### src/rtl/noc_link_pipe.sv
// noc_link_pipe: retiming pipeline for one directed mesh link.
// STAGES cascaded 2-entry skid buffers forward, STAGES flops on the vc_ready return path.
module noc_link_pipe #(
  parameter int FLIT_WIDTH = 64,
  parameter int VC_NUM     = 2,
  parameter int STAGES     = 2,
  parameter int CNT_WIDTH  = 32
) (
  input  logic                  noc_clk,
  input  logic                  noc_rst,
  input  logic                  up_valid,
  output logic                  up_ready,
  input  logic [FLIT_WIDTH-1:0] up_flit,
  output logic [VC_NUM-1:0]     up_vc_ready,
  output logic                  dn_valid,
  input  logic                  dn_ready,
  output logic [FLIT_WIDTH-1:0] dn_flit,
  input  logic [VC_NUM-1:0]     dn_vc_ready,
  input  logic                  link_enable,
  input  logic                  stat_clear,
  output logic                  busy,
  output logic [CNT_WIDTH-1:0]  flit_count,
  output logic [CNT_WIDTH-1:0]  stall_count
);

  localparam logic [CNT_WIDTH-1:0] CNT_MAX = {CNT_WIDTH{1'b1}};
  localparam logic [CNT_WIDTH-1:0] CNT_ONE = {{(CNT_WIDTH-1){1'b0}}, 1'b1};

  // Element k is the interface feeding stage k; element STAGES is the downstream port.
  logic                  stg_valid [STAGES+1];
  logic                  stg_ready [STAGES+1];
  logic [FLIT_WIDTH-1:0] stg_flit  [STAGES+1];

  logic                  accept_en;
  logic                  busy_any;
  logic [VC_NUM-1:0]     vc_dly;
  logic [CNT_WIDTH-1:0]  flit_cnt_q, flit_cnt_d;
  logic [CNT_WIDTH-1:0]  stall_cnt_q, stall_cnt_d;

  // Gating the valid as well keeps the STAGES=0 feed-through consistent with up_ready.
  assign accept_en         = link_enable & ~noc_rst;
  assign stg_valid[0]      = up_valid & accept_en;
  assign stg_flit[0]       = up_flit;
  assign up_ready          = stg_ready[0] & accept_en;
  assign stg_ready[STAGES] = dn_ready;
  assign dn_valid          = stg_valid[STAGES];
  assign dn_flit           = stg_flit[STAGES];

  for (genvar k = 0; k < STAGES; k++) begin : g_stage
    logic [1:0]            cnt_q, cnt_d;
    logic [FLIT_WIDTH-1:0] head_q, head_d;
    logic [FLIT_WIDTH-1:0] tail_q, tail_d;
    logic                  push, pop;

    assign push             = stg_valid[k] & stg_ready[k];
    assign pop              = stg_valid[k+1] & stg_ready[k+1];
    assign stg_ready[k]     = (cnt_q != 2'd2);
    assign stg_valid[k+1]   = (cnt_q != 2'd0);
    assign stg_flit[k+1]    = head_q;

    // Two-entry FIFO next state: head is always the oldest entry.
    always_comb begin
      cnt_d  = cnt_q;
      head_d = head_q;
      tail_d = tail_q;
      case ({push, pop})
        2'b10: begin
          cnt_d = cnt_q + 2'd1;
          if (cnt_q == 2'd0) begin
            head_d = stg_flit[k];
          end else begin
            tail_d = stg_flit[k];
          end
        end
        2'b01: begin
          cnt_d  = cnt_q - 2'd1;
          head_d = tail_q;
        end
        2'b11: begin
          if (cnt_q == 2'd1) begin
            head_d = stg_flit[k];
          end else begin
            head_d = tail_q;
            tail_d = stg_flit[k];
          end
        end
        default: begin
          cnt_d = cnt_q;
        end
      endcase
    end

    // Occupancy register.
    always_ff @(posedge noc_clk) begin
      if (noc_rst) begin
        cnt_q <= 2'd0;
      end else begin
        cnt_q <= cnt_d;
      end
    end

    // Payload registers carry no reset; they are only observed while occupied.
    always_ff @(posedge noc_clk) begin
      head_q <= head_d;
      tail_q <= tail_d;
    end
  end

  // Any occupied stage makes the link busy.
  always_comb begin
    busy_any = 1'b0;
    for (int i = 1; i <= STAGES; i++) begin
      busy_any = busy_any | stg_valid[i];
    end
  end
  assign busy = busy_any;

  if (STAGES == 0) begin : g_vc_wire
    assign vc_dly = dn_vc_ready;
  end else begin : g_vc_pipe
    logic [VC_NUM-1:0] vc_q [STAGES];

    // Delay line matching the forward stage count.
    always_ff @(posedge noc_clk) begin
      if (noc_rst) begin
        for (int i = 0; i < STAGES; i++) begin
          vc_q[i] <= {VC_NUM{1'b0}};
        end
      end else begin
        vc_q[0] <= dn_vc_ready;
        for (int i = 1; i < STAGES; i++) begin
          vc_q[i] <= vc_q[i-1];
        end
      end
    end
    assign vc_dly = vc_q[STAGES-1];
  end
  assign up_vc_ready = vc_dly & {VC_NUM{link_enable}};

  // Saturating statistics; clear takes priority over counting.
  always_comb begin
    flit_cnt_d  = flit_cnt_q;
    stall_cnt_d = stall_cnt_q;
    if (stat_clear) begin
      flit_cnt_d  = {CNT_WIDTH{1'b0}};
      stall_cnt_d = {CNT_WIDTH{1'b0}};
    end else begin
      if (dn_valid && dn_ready && (flit_cnt_q != CNT_MAX)) begin
        flit_cnt_d = flit_cnt_q + CNT_ONE;
      end else begin
        flit_cnt_d = flit_cnt_q;
      end
      if (dn_valid && !dn_ready && (stall_cnt_q != CNT_MAX)) begin
        stall_cnt_d = stall_cnt_q + CNT_ONE;
      end else begin
        stall_cnt_d = stall_cnt_q;
      end
    end
  end

  // Counter registers.
  always_ff @(posedge noc_clk) begin
    if (noc_rst) begin
      flit_cnt_q  <= {CNT_WIDTH{1'b0}};
      stall_cnt_q <= {CNT_WIDTH{1'b0}};
    end else begin
      flit_cnt_q  <= flit_cnt_d;
      stall_cnt_q <= stall_cnt_d;
    end
  end

  assign flit_count  = flit_cnt_q;
  assign stall_count = stall_cnt_q;

endmodule
### config.mk
export PLATFORM = sky130hd
export DESIGN_NAME = noc_link_pipe
export DESIGN_NICKNAME = d
export VERILOG_FILES = /design/src/rtl/noc_link_pipe.sv
export SDC_FILE = /design/constraint.sdc
export NUM_CORES = 1
export LEC_CHECK = 0
export ABC_AREA = 1
export CORE_AREA = 5 5 174 176
export CTS_CLUSTER_DIAMETER = 30
export DETAILED_ROUTE_END_ITERATION = 8
export DIE_AREA = 0 0 179 181
export PLACE_DENSITY = 0.75
export SLEW_MARGIN = 20
export SYNTH_ARGS = -nofsm -noshare
export SYNTH_HDL_FRONTEND = slang
export SYNTH_SLANG_ARGS = --single-unit
### constraint.sdc
create_clock -name noc_clk -period 5.9 [get_ports noc_clk]
set_input_delay 1.18 -clock noc_clk [delete_from_list [all_inputs] [get_ports noc_clk]]
set_output_delay 1.18 -clock noc_clk [all_outputs]
set_load 0.005 [all_outputs]
**Word level (Yosys, flattened, before mapping)**

Memory sizes are Yosys's and may differ from the RTL's.
Index checks and enable logic that the tools add are counted.

- Bits in registers: 324
- RAM bits: 4
- Output and inout port bits: 133
- Memories kept: 1

- $add $sub $neg: 6
- Eq/ne operators: 18
- Muxes and demuxes: 19
- Bitwise gates (word level): 11
- Reduce and logical (&&, ||, !) cells: 20

Memory list:

| name | depth | width | read ports | clocked after memory_dff | write ports | line | text |
|---|---|---|---|---|---|---|---|
| g_vc_pipe.vc_q | 2 | 2 | 2 | 0 | 2 | 121 | `logic [VC_NUM-1:0] vc_q [STAGES];` |

Operator list:

| cell | number |
|---|---|
| 64-bit 2-to-1 mux | 8 |
| 64-bit one-hot mux with 3 select lines | 2 |
| 64-bit one-hot mux with 2 select lines | 2 |
| 32-bit by 1-bit adder with 32-bit output, second input constant | 2 |
| 32-bit inequality test, second input constant | 2 |
| 2-bit inequality test, second input constant | 8 |
| 2-bit nonzero test | 6 |
| 2-bit by 1-bit equality test with 1-bit output, second input constant | 4 |
| 2-bit equality test, second input constant | 4 |
| 2-bit one-hot mux with 2 select lines | 2 |
| 1-bit bitwise AND | 6 |
| 3-bit AND reduction | 2 |
| 3-bit nonzero test | 2 |
| 2-bit by 1-bit adder with 2-bit output, second input constant | 2 |
| 1-bit logical AND | 4 |
| 2-bit zero test | 2 |
| 2-bit 2-to-1 mux | 2 |
| 2-bit AND reduction | 2 |
| 2-bit by 1-bit subtractor with 2-bit output, second input constant | 2 |
| 1-bit 2-to-1 mux | 3 |
| 1-bit OR | 3 |
| 2-bit bitwise AND | 1 |
| 2-bit OR reduction | 1 |
| 1-bit zero test | 1 |
| 1-bit NOT | 1 |

**Longest topological paths before layout**

Gate-level depths: netlist of the first run.

- Word-level depth: 7
- Gate-level depth with buffers: 12
- Mapped depth without buffers: 12

**Worst setup path before layout of the first run**

Ideal clock, no wire load.

- Path kind: register to register
- Start point: reg g_stage[0].cnt_q[0]
- End point: reg g_stage[1].head_q[0], in the netlist dn_flit[0], enable pin
- Library setup time: 574 ps
- Arrival time: 5693 ps
- Data required time: 5326 ps
- Setup slack: -367 ps
- Cell stages (with the launch flop): 7
- Path buffers: 1
- Path through: dfxtp_1 inv_1 ha_1 nor2_1 buf_2 inv_1 o21ai_0

- Word-level cells in the longest chain between the ends: 5
- Elaborated cells on any way between the ends: 8
- Those cells by class: eq/ne: 4; bitwise: 1; reduce/logical: 3

RTL lines:

| item | line | text |
|---|---|---|
| start: declaration | 50 | `logic [1:0] cnt_q, cnt_d;` |
| start signal: assignment | 98 | `cnt_q <= cnt_d;` |
| 2-bit nonzero test * | 58 | `assign stg_valid[k+1] = (cnt_q != 2'd0);` |
| 1-bit bitwise AND * | 55 | `assign push = stg_valid[k] & stg_ready[k];` |
| 2-bit equality test / 2-bit by 1-bit equality test with 1-bit output (equally long branches) | 66 | `case ({push, pop})` |
| 2-bit inequality test (no line) / 3-bit nonzero test (equally long branches) | - |  |
| 2-bit AND reduction (no line) * | - |  |
| end signal: assignment | 104 | `head_q <= head_d;` |
| end: declaration | 51 | `logic [FLIT_WIDTH-1:0] head_q, head_d;` |

Every way passes the cells marked *; elsewhere a longest branch is shown, timed or not.
A chain may end at the register's enable or synchronous reset.

**Worst setup path in the final report of the first run**

- Start point: in noc_rst
- End point: out up_ready

- Word-level cells in the longest chain between the ends: 3

RTL lines:

| item | line | text |
|---|---|---|
| start: declaration | 10 | `input logic noc_rst,` |
| 1-bit NOT | 41 | `assign accept_en = link_enable & ~noc_rst;` |
| 1-bit bitwise AND | 41 |  |
| 1-bit bitwise AND | 44 | `assign up_ready = stg_ready[0] & accept_en;` |
| end: declaration | 12 | `output logic up_ready,` |

Every way passes these cells.

==> summary.txt, run 1 <==
Floorplanning
  • Die area: ~0.032 mm2
  • Core Region: 0.0285 mm2
  • I/O Pins: around 200
  • Die height: between 150 and 200 um
  • Site Rows: 62
  • Starting Density: 0.483
  • Die Wd: 179 um

Worst setup path
  • Slowest cell on crit path: clkdlybuf4s50_1
  • CP Capture Type: output pin
  • FF-to-FF path depth: 10
  • Crit-path leading delay family: buffers and inverters
  • Critical Path Source Type: primary input
  • CP Data Arrival Time: between 2 and 3 ns
  • Crit Path Class: in -> out
  • Reg2reg start: g_stage[0].cnt_q[0]$_SDFFE_PP0P_
  • CP max FO: 8
  • Buffers and inverters on the worst path: 3
  • FF-to-FF End: dn_flit[29]$_DFFE_PP_
  • Critical Path RT: between 4 and 5 ns
  • Worst R2R Setup Slack: 2.28 ns
  • Most Frequent Cell on Critical Path: clkdlybuf4s50_1
  • CP Cell Sequence: clkdlybuf4s50_1, inv_1, nand2_1, nor2_1, clkdlybuf4s50_1
  • CP peak stage delay: 0.60 ns

Timing
  • Slew Limit Fails: 0
  • Final setup TNS: 0 ns
  • Layout Skew: between 0.02 and 0.03 ns
  • Fmax: roughly 260 MHz
  • Worst slew pin tran: 0.954 ns
  • Slew HR: 0.363
  • Final hold vios: 0
  • Period utilization: 0.661
  • Crit path time final: 3.90 ns
  • RSZ-0062 raised after global routing: no
  • Setup-failing EPs final: 0
  • Hold Slack: 0.426 ns

Clock tree
  • Hold Buf Count CTS: 0
  • Number of setup buffers added after CTS: 0
  • Clock Sinks: approximately 330
  • Clk buf depth: 3
  • Clock tree root driver cell: clkbuf_16
  • Clock slew at reported path FFs: about 0.050 ns
  • PostCTS Resize Cnt: 0
  • CTS H-tree lvls: 3
  • Worst-Skew Late Latency: 0.55 ns
  • Num CTS Buffers: 67
  • CTS tree: yes

GRT
  • Largest net degree at the start of global routing: 65
  • Grt ovf: 0
  • Initial antenna violation count: 0
  • Global-route wire length before repair: between 50000 and 60000 um
  • Gr usage total: 0.202
  • Vias in the first global route: a little over 10000

Drt
  • WL/cell: 16.5 um
  • Final wirelength: roughly 34000 um
  • DR vias/cell: about 5.2
  • DR iter-0 viols: ~870
  • Via count: 10638
  • Drc violations: 0
  • Drt first pass iters: 7
  • Antenna Nets Post-Route: 0

Cells and area
  • Area grow syn2layout: 33.6%
  • Non-Filler Instances: slightly above 2000
  • Layout cell share with drive strength beyond 1: 0.0884
  • Final #Nets: 1683
  • Filler Cell Count: approximately 2200
  • Util after Layout: 0.645
  • N_diodes: 0

Yosys
  • Top-area cell type share of the netlist area: 0.560
  • Ys Warns: 0
  • EDFF count, synth: about 260
  • FFs w/ async S/R, synth: 0
  • Register area share after synthesis: 0.664
  • Ys flop type: edfxtp_1
  • #FFs+latches synth: ~330
  • Synth cell count leaders: nand2_1 (441), edfxtp_1 (256), nor2_1 (162)
  • Syn_nets: 1459
  • Top post-synthesis cells by area: edfxtp_1 (56%), nand2_1 (12%), dfxtp_1 (10%)
  • Yosys cell types: 28
  • Cells after synthesis: 1373
  • Mapped Area: ~0.014 mm2
  • Avg Cell Area, Syn: about 10 um2
  • Count leader, synth: nand2_1
  • Largest area contributor in the netlist: edfxtp_1

Worst hold path
  • Worst hold path depth: 2
  • Hold Crit Endpoint: g_vc_pipe.vc_q[0][3]$_SDFF_PP0_
  • Hold_sp: g_vc_pipe.vc_q[0][1]$_SDFF_PP0_
  • Hold WC Path Type: reg -> reg

Placed design
  • Detail Placement HPWL: 21600 um
  • GP Congestion: about 0.92
  • Placed Cells: 1912
  • PortBufs: 204

Run status
  • Status: completed

Power
  • Worst vdd ir: between 0.4 and 0.5 mV
  • PwrDens: roughly 550 mW/mm2
  • Leakage power: around 6.7 nW

Run
  • Maxcap violations: 0
==> worst register-to-register path: stages, from the launching register on <==
cell,delay [ns]
dfxtp_1,0.32
inv_1,0.08
ha_1,0.30
nor2_4,0.63
inv_1,0.32
ha_1,0.33
or2_2,0.30
nand2_2,0.53
buf_4,0.45
nand2_1,0.12
nand2_1,0.10
==> cell type report <==
type / instances / area (um2) / area share
sequential: 328 / 9130 / 0.497
multi-input combinational: 926 / 4170 / 0.227
timing repair buffer: 213 / 2120 / 0.116
clock buffer: 70 / 1690 / 0.0919
clock inverter: 54 / 544 / 0.0296
tap: 384 / 480 / 0.0262
inverter: 61 / 229 / 0.0125
==> report_power, final <==
group | internal [mW] | total (mW) | switching [mW]
registers | 3.76 | 4.03 | 0.268
clock network | 2.32 | 3.64 | 1.32
logic | 0.812 | 2.34 | 1.53
total | 6.89 | 10.0 | 3.12
==> how the worst max path moves through the flow <==
stage | startpoint | slack [ns] | cells after the start | to
final | noc_rst | 2.00 | 5 | up_ready
after floorplan | noc_rst | 0.19 | 10 | g_stage[0].tail_q[0]$_DFFE_PP_
after CTS | noc_rst | 2.00 | 5 | up_ready
after global placement | noc_rst | 1.91 | 11 | g_stage[0].tail_q[30]$_DFFE_PP_
after global routing | noc_rst | 1.89 | 5 | up_ready
after detailed placement | noc_rst | 1.79 | 11 | g_stage[0].tail_q[30]$_DFFE_PP_
==> routing by layer <==
| layer | track usage | wire length (um) | vias up |
|---|---|---|---|
| met5 | 0 | 0 | - |
| met1 | 0.256 | 13600 | 5019 |
| met2 | 0.335 | 16300 | 404 |
| met3 | 0.0564 | 2850 | 73 |
| li1 | - | - | 5142 |
| met4 | 0.0685 | 829 | 0 |
==> state kept, by name, indices dropped and copies added, names as in the netlist <==
signal and cells:
stall_count 32, g_vc_pipe.vc_q 4, g_stage.cnt_q 4, g_stage.tail_q 128, g_stage.head_q 64, dn_flit 64
flit_count 32
==> stage by stage <==
step                area [um2]  total power [mW]  setup WS (ns)
floorplan                13700              5.33          0.190
global placement         16100              6.32           1.91
detailed placement       16100              6.44           1.79
CTS                      18400              10.1           2.00
global route             18400              10.5           1.89
finish                   18400              10.0           2.00
==> placed cells by master, fill, tap and decap left out, types with 6 or more instances in the layout <==
master,Yosys,final
clkinvlp_4,0,11
clkinv_1,0,7
a31oi_1,11,11
xor2_1,6,6
o21ai_0,74,73
nand3_1,122,122
nand4_1,24,24
clkinv_2,0,6
inv_6,0,16
ha_1,14,14
a21oi_1,47,45
nor2_1,162,160
nand2_1,441,439
dfxtp_1,72,72
edfxtp_1,256,256
clkbuf_16,0,67
buf_4,2,8
inv_1,60,59
clkdlybuf4s50_1,0,204
nor2_2,6,6
==> cells by family after synthesis <==
family | count (synthesis) | share of synthesized area
buf+inv | 119 | 0.0376
fa+ha+maj | 14 | 0.0128
xor+xnor | 7 | 0.00446
simple gates | 771 | 0.231
compound gates | 134 | 0.0502
flops | 328 | 0.664
No activity file was read; power rests on OpenSTA's default activity.
==> inputs of run 2 (changes only) <==
clock period = 3.2 ns   (was 5.9 ns; I/O delays follow)
==> summary.txt, run 2 (synthesis results as in run 1) <==
GRT
  • Initial antenna violation count: 5 (+5)
  • Largest net degree at the start of global routing: 65 (unchanged)
  • Global-route wire length before repair: 52900 um (-0.13%)
  • Grt ovf: 0 (unchanged)
  • Gr usage total: 0.203 (+0.000417)
  • Vias in the first global route: 10191 (-1.0%)

Timing
  • Final setup TNS: 0 ns (unchanged)
  • Period utilization: 0.825
  • Slew HR: 0.401 (+0.0381)
  • Worst slew pin tran: 0.895 ns (-0.0592 ns)
  • Fmax: around 380 MHz
  • Final hold vios: 0 (unchanged)
  • Slew Limit Fails: 0 (unchanged)
  • RSZ-0062 raised after global routing: no
  • Layout Skew: 0.0238 ns (-0.00382 ns)
  • Setup-failing EPs final: 0 (unchanged)
  • Crit path time final: about 2.6 ns

Floorplanning
  • Die Wd: 179 um (unchanged)
  • I/O Pins: 205 (unchanged)
  • Site Rows: 62 (unchanged)
  • Starting Density: 0.483 (unchanged)
  • Die height: 181 um (unchanged)
  • Core Region: 0.0285 mm2 (unchanged)
  • Die area: 0.0324 mm2 (unchanged)

Power
  • Worst vdd ir: 0.746 mV (+86%)
  • Leakage power: 6.72 nW (+0.79%)
  • PwrDens: 1000 mW/mm2 (+84%)

Worst setup path
  • Slowest cell on crit path: clkdlybuf4s50_1
  • CP peak stage delay: 0.54 ns (-0.06 ns)
  • Critical Path Source Type: flop
  • Crit Path Class: reg -> out
  • CP max FO: 4 (-4)
  • CP Data Arrival Time: 2.00 ns (-0.72 ns)
  • CP Cell Sequence: inv_1, ha_1, inv_2, clkdlybuf4s50_1
  • CP Capture Type: output pin
  • Critical Path RT: 2.56 ns (-2.16 ns)

Drt
  • WL/cell: 16.5 um (about the same)
  • Met1 Wirelength: 13400 um (-1.3%)
  • Met3 wire length: 2800 um (-1.7%)
  • Antenna Nets Post-Route: 0 (unchanged)
  • Drt first pass iters: 5 (-2)
  • Drc violations: 0 (unchanged)
  • DR vias/cell: 5.22 (about the same)
  • Met2 WL: 16400 um (+0.56%)
  • Top layer in use: met5
  • Via count: 10630 (-0.075%)
  • Final wirelength: 33500 um (-0.15%)
  • DR iter-0 viols: 772 (-11%)

Cells and area
  • Max reg flops: 128 (unchanged)
  • Commonest non-fill, non-tap cell in the layout: nand2_1
  • Final #Nets: 1685 (+0.12%)
  • Most frequent cells in the layout: nand2_1 (439), edfxtp_1 (256), clkdlybuf4s50_1 (204)
  • Area grow syn2layout: 34.5%
  • Largest Register: g_stage.tail_q
  • Final Cell Area: 0.0185 mm2 (+0.62%)
  • Util after Layout: 0.649 (+0.00400)
  • Layout cell share with drive strength beyond 1: 0.0891 (+0.000713)
  • Non-Filler Instances: 2035 (-0.049%)
  • Sequential cell area: 0.00913 mm2 (unchanged)
  • Area occupied by multi-input gates: 0.00416 mm2 (-0.12%)
  • Filler Cell Count: 2194 (+0.14%)

Placed design
  • Placed Cells: 1920 (+0.42%)
  • Detail Placement HPWL: 21800 um (+1.2%)
  • GP Congestion: 0.932 (+1.3%)
  • PortBufs: 204 (unchanged)
  • Dpl cell area: 0.0163 mm2 (+0.96%)

Worst hold path
  • Hold WC Path Type: reg -> reg

Clock tree
  • Clock tree root driver cell: clkbuf_16
  • PostCTS Resize Cnt: 0 (unchanged)
  • Number of setup buffers added after CTS: 0 (unchanged)
  • CTS H-tree lvls: 2 (-1)
  • Clock slew at reported path FFs: 0.05 ns (about the same)
  • Clk buf depth: 3 (unchanged)
  • CTS tree: yes
  • Worst-Skew Late Latency: 0.57 ns (+0.02 ns)
  • Clock Sinks: 328 (unchanged)
  • Hold Buf Count CTS: 0 (unchanged)
  • Num CTS Buffers: 61 (-9.0%)

Run
  • Maxcap violations: 0 (unchanged)

Run status
  • Status: completed
run 2: cell count changes in the layout (fill, tap and decap cells not counted), sizes merged, moves of 2 or more:
cell	delta
buf	+8
bufinv	+5
clkbuf	-3
clkinvlp	-2
inv	-9
run 2: power breakdown:
| group | internal, mW | switching [mW] |
|---|---|---|
| registers | 6.92 | 0.524 |
| clock network | 4.36 | 2.23 |
| logic | 1.69 | 2.80 |
| total | 13.0 | 5.56 |
run 2: area by class of cell:
class / count / area share
Sequential cell: 328 / 0.494
Multi-Input combinational cell: 926 / 0.225
Timing Repair Buffer: 221 / 0.124
Clock buffer: 67 / 0.0861
Clock inverter: 47 / 0.0324
Tap cell: 384 / 0.0260
Inverter: 61 / 0.0124
Antenna cell: 1 / 0.000135
run 2: metrics by stage:
stage / hold slack (ns) / setup slack [ns] / power (mW)
final: 0.403 / 0.561 / 18.5
after global routing: 0.428 / 0.419 / 19.4
after CTS: 0.405 / 0.555 / 18.7
after detailed placement: 0.398 / 0.308 / 12.0
after global placement: 0.405 / 0.382 / 11.8
after floorplan: 0.388 / 0.0603 / 9.80
run 2: worst max-delay path: cells and delay by family (launching register included):
family                     cells  cell delay [ns]
adders and majority gates      1             0.29
buffers and inverters          3             0.81
DFF                            1             0.33
run 2: metal layers:
metal / global-route usage / vias to the layer above
met3: 0.0543 / 73
li1: - / 5137
met5: 0 / -
met4: 0.0623 / 8
met1: 0.257 / 4963
met2: 0.339 / 449
run 2: final timing paths:
check / start / to / slack [ns] / depth (start not counted)
max: g_stage[1].cnt_q[0]$_SDFFE_PP0P_ / dn_valid / 0.56 / 4
min: g_vc_pipe.vc_q[0][0]$_SDFF_PP0_ / g_vc_pipe.vc_q[0][2]$_SDFF_PP0_ / 0.40 / 2
min reg2reg: g_vc_pipe.vc_q[0][0]$_SDFF_PP0_ / g_vc_pipe.vc_q[0][2]$_SDFF_PP0_ / 0.40 / 2
max reg2reg: g_stage[1].cnt_q[0]$_SDFFE_PP0P_ / dn_flit[37]$_DFFE_PP_ / 0.57 / 10
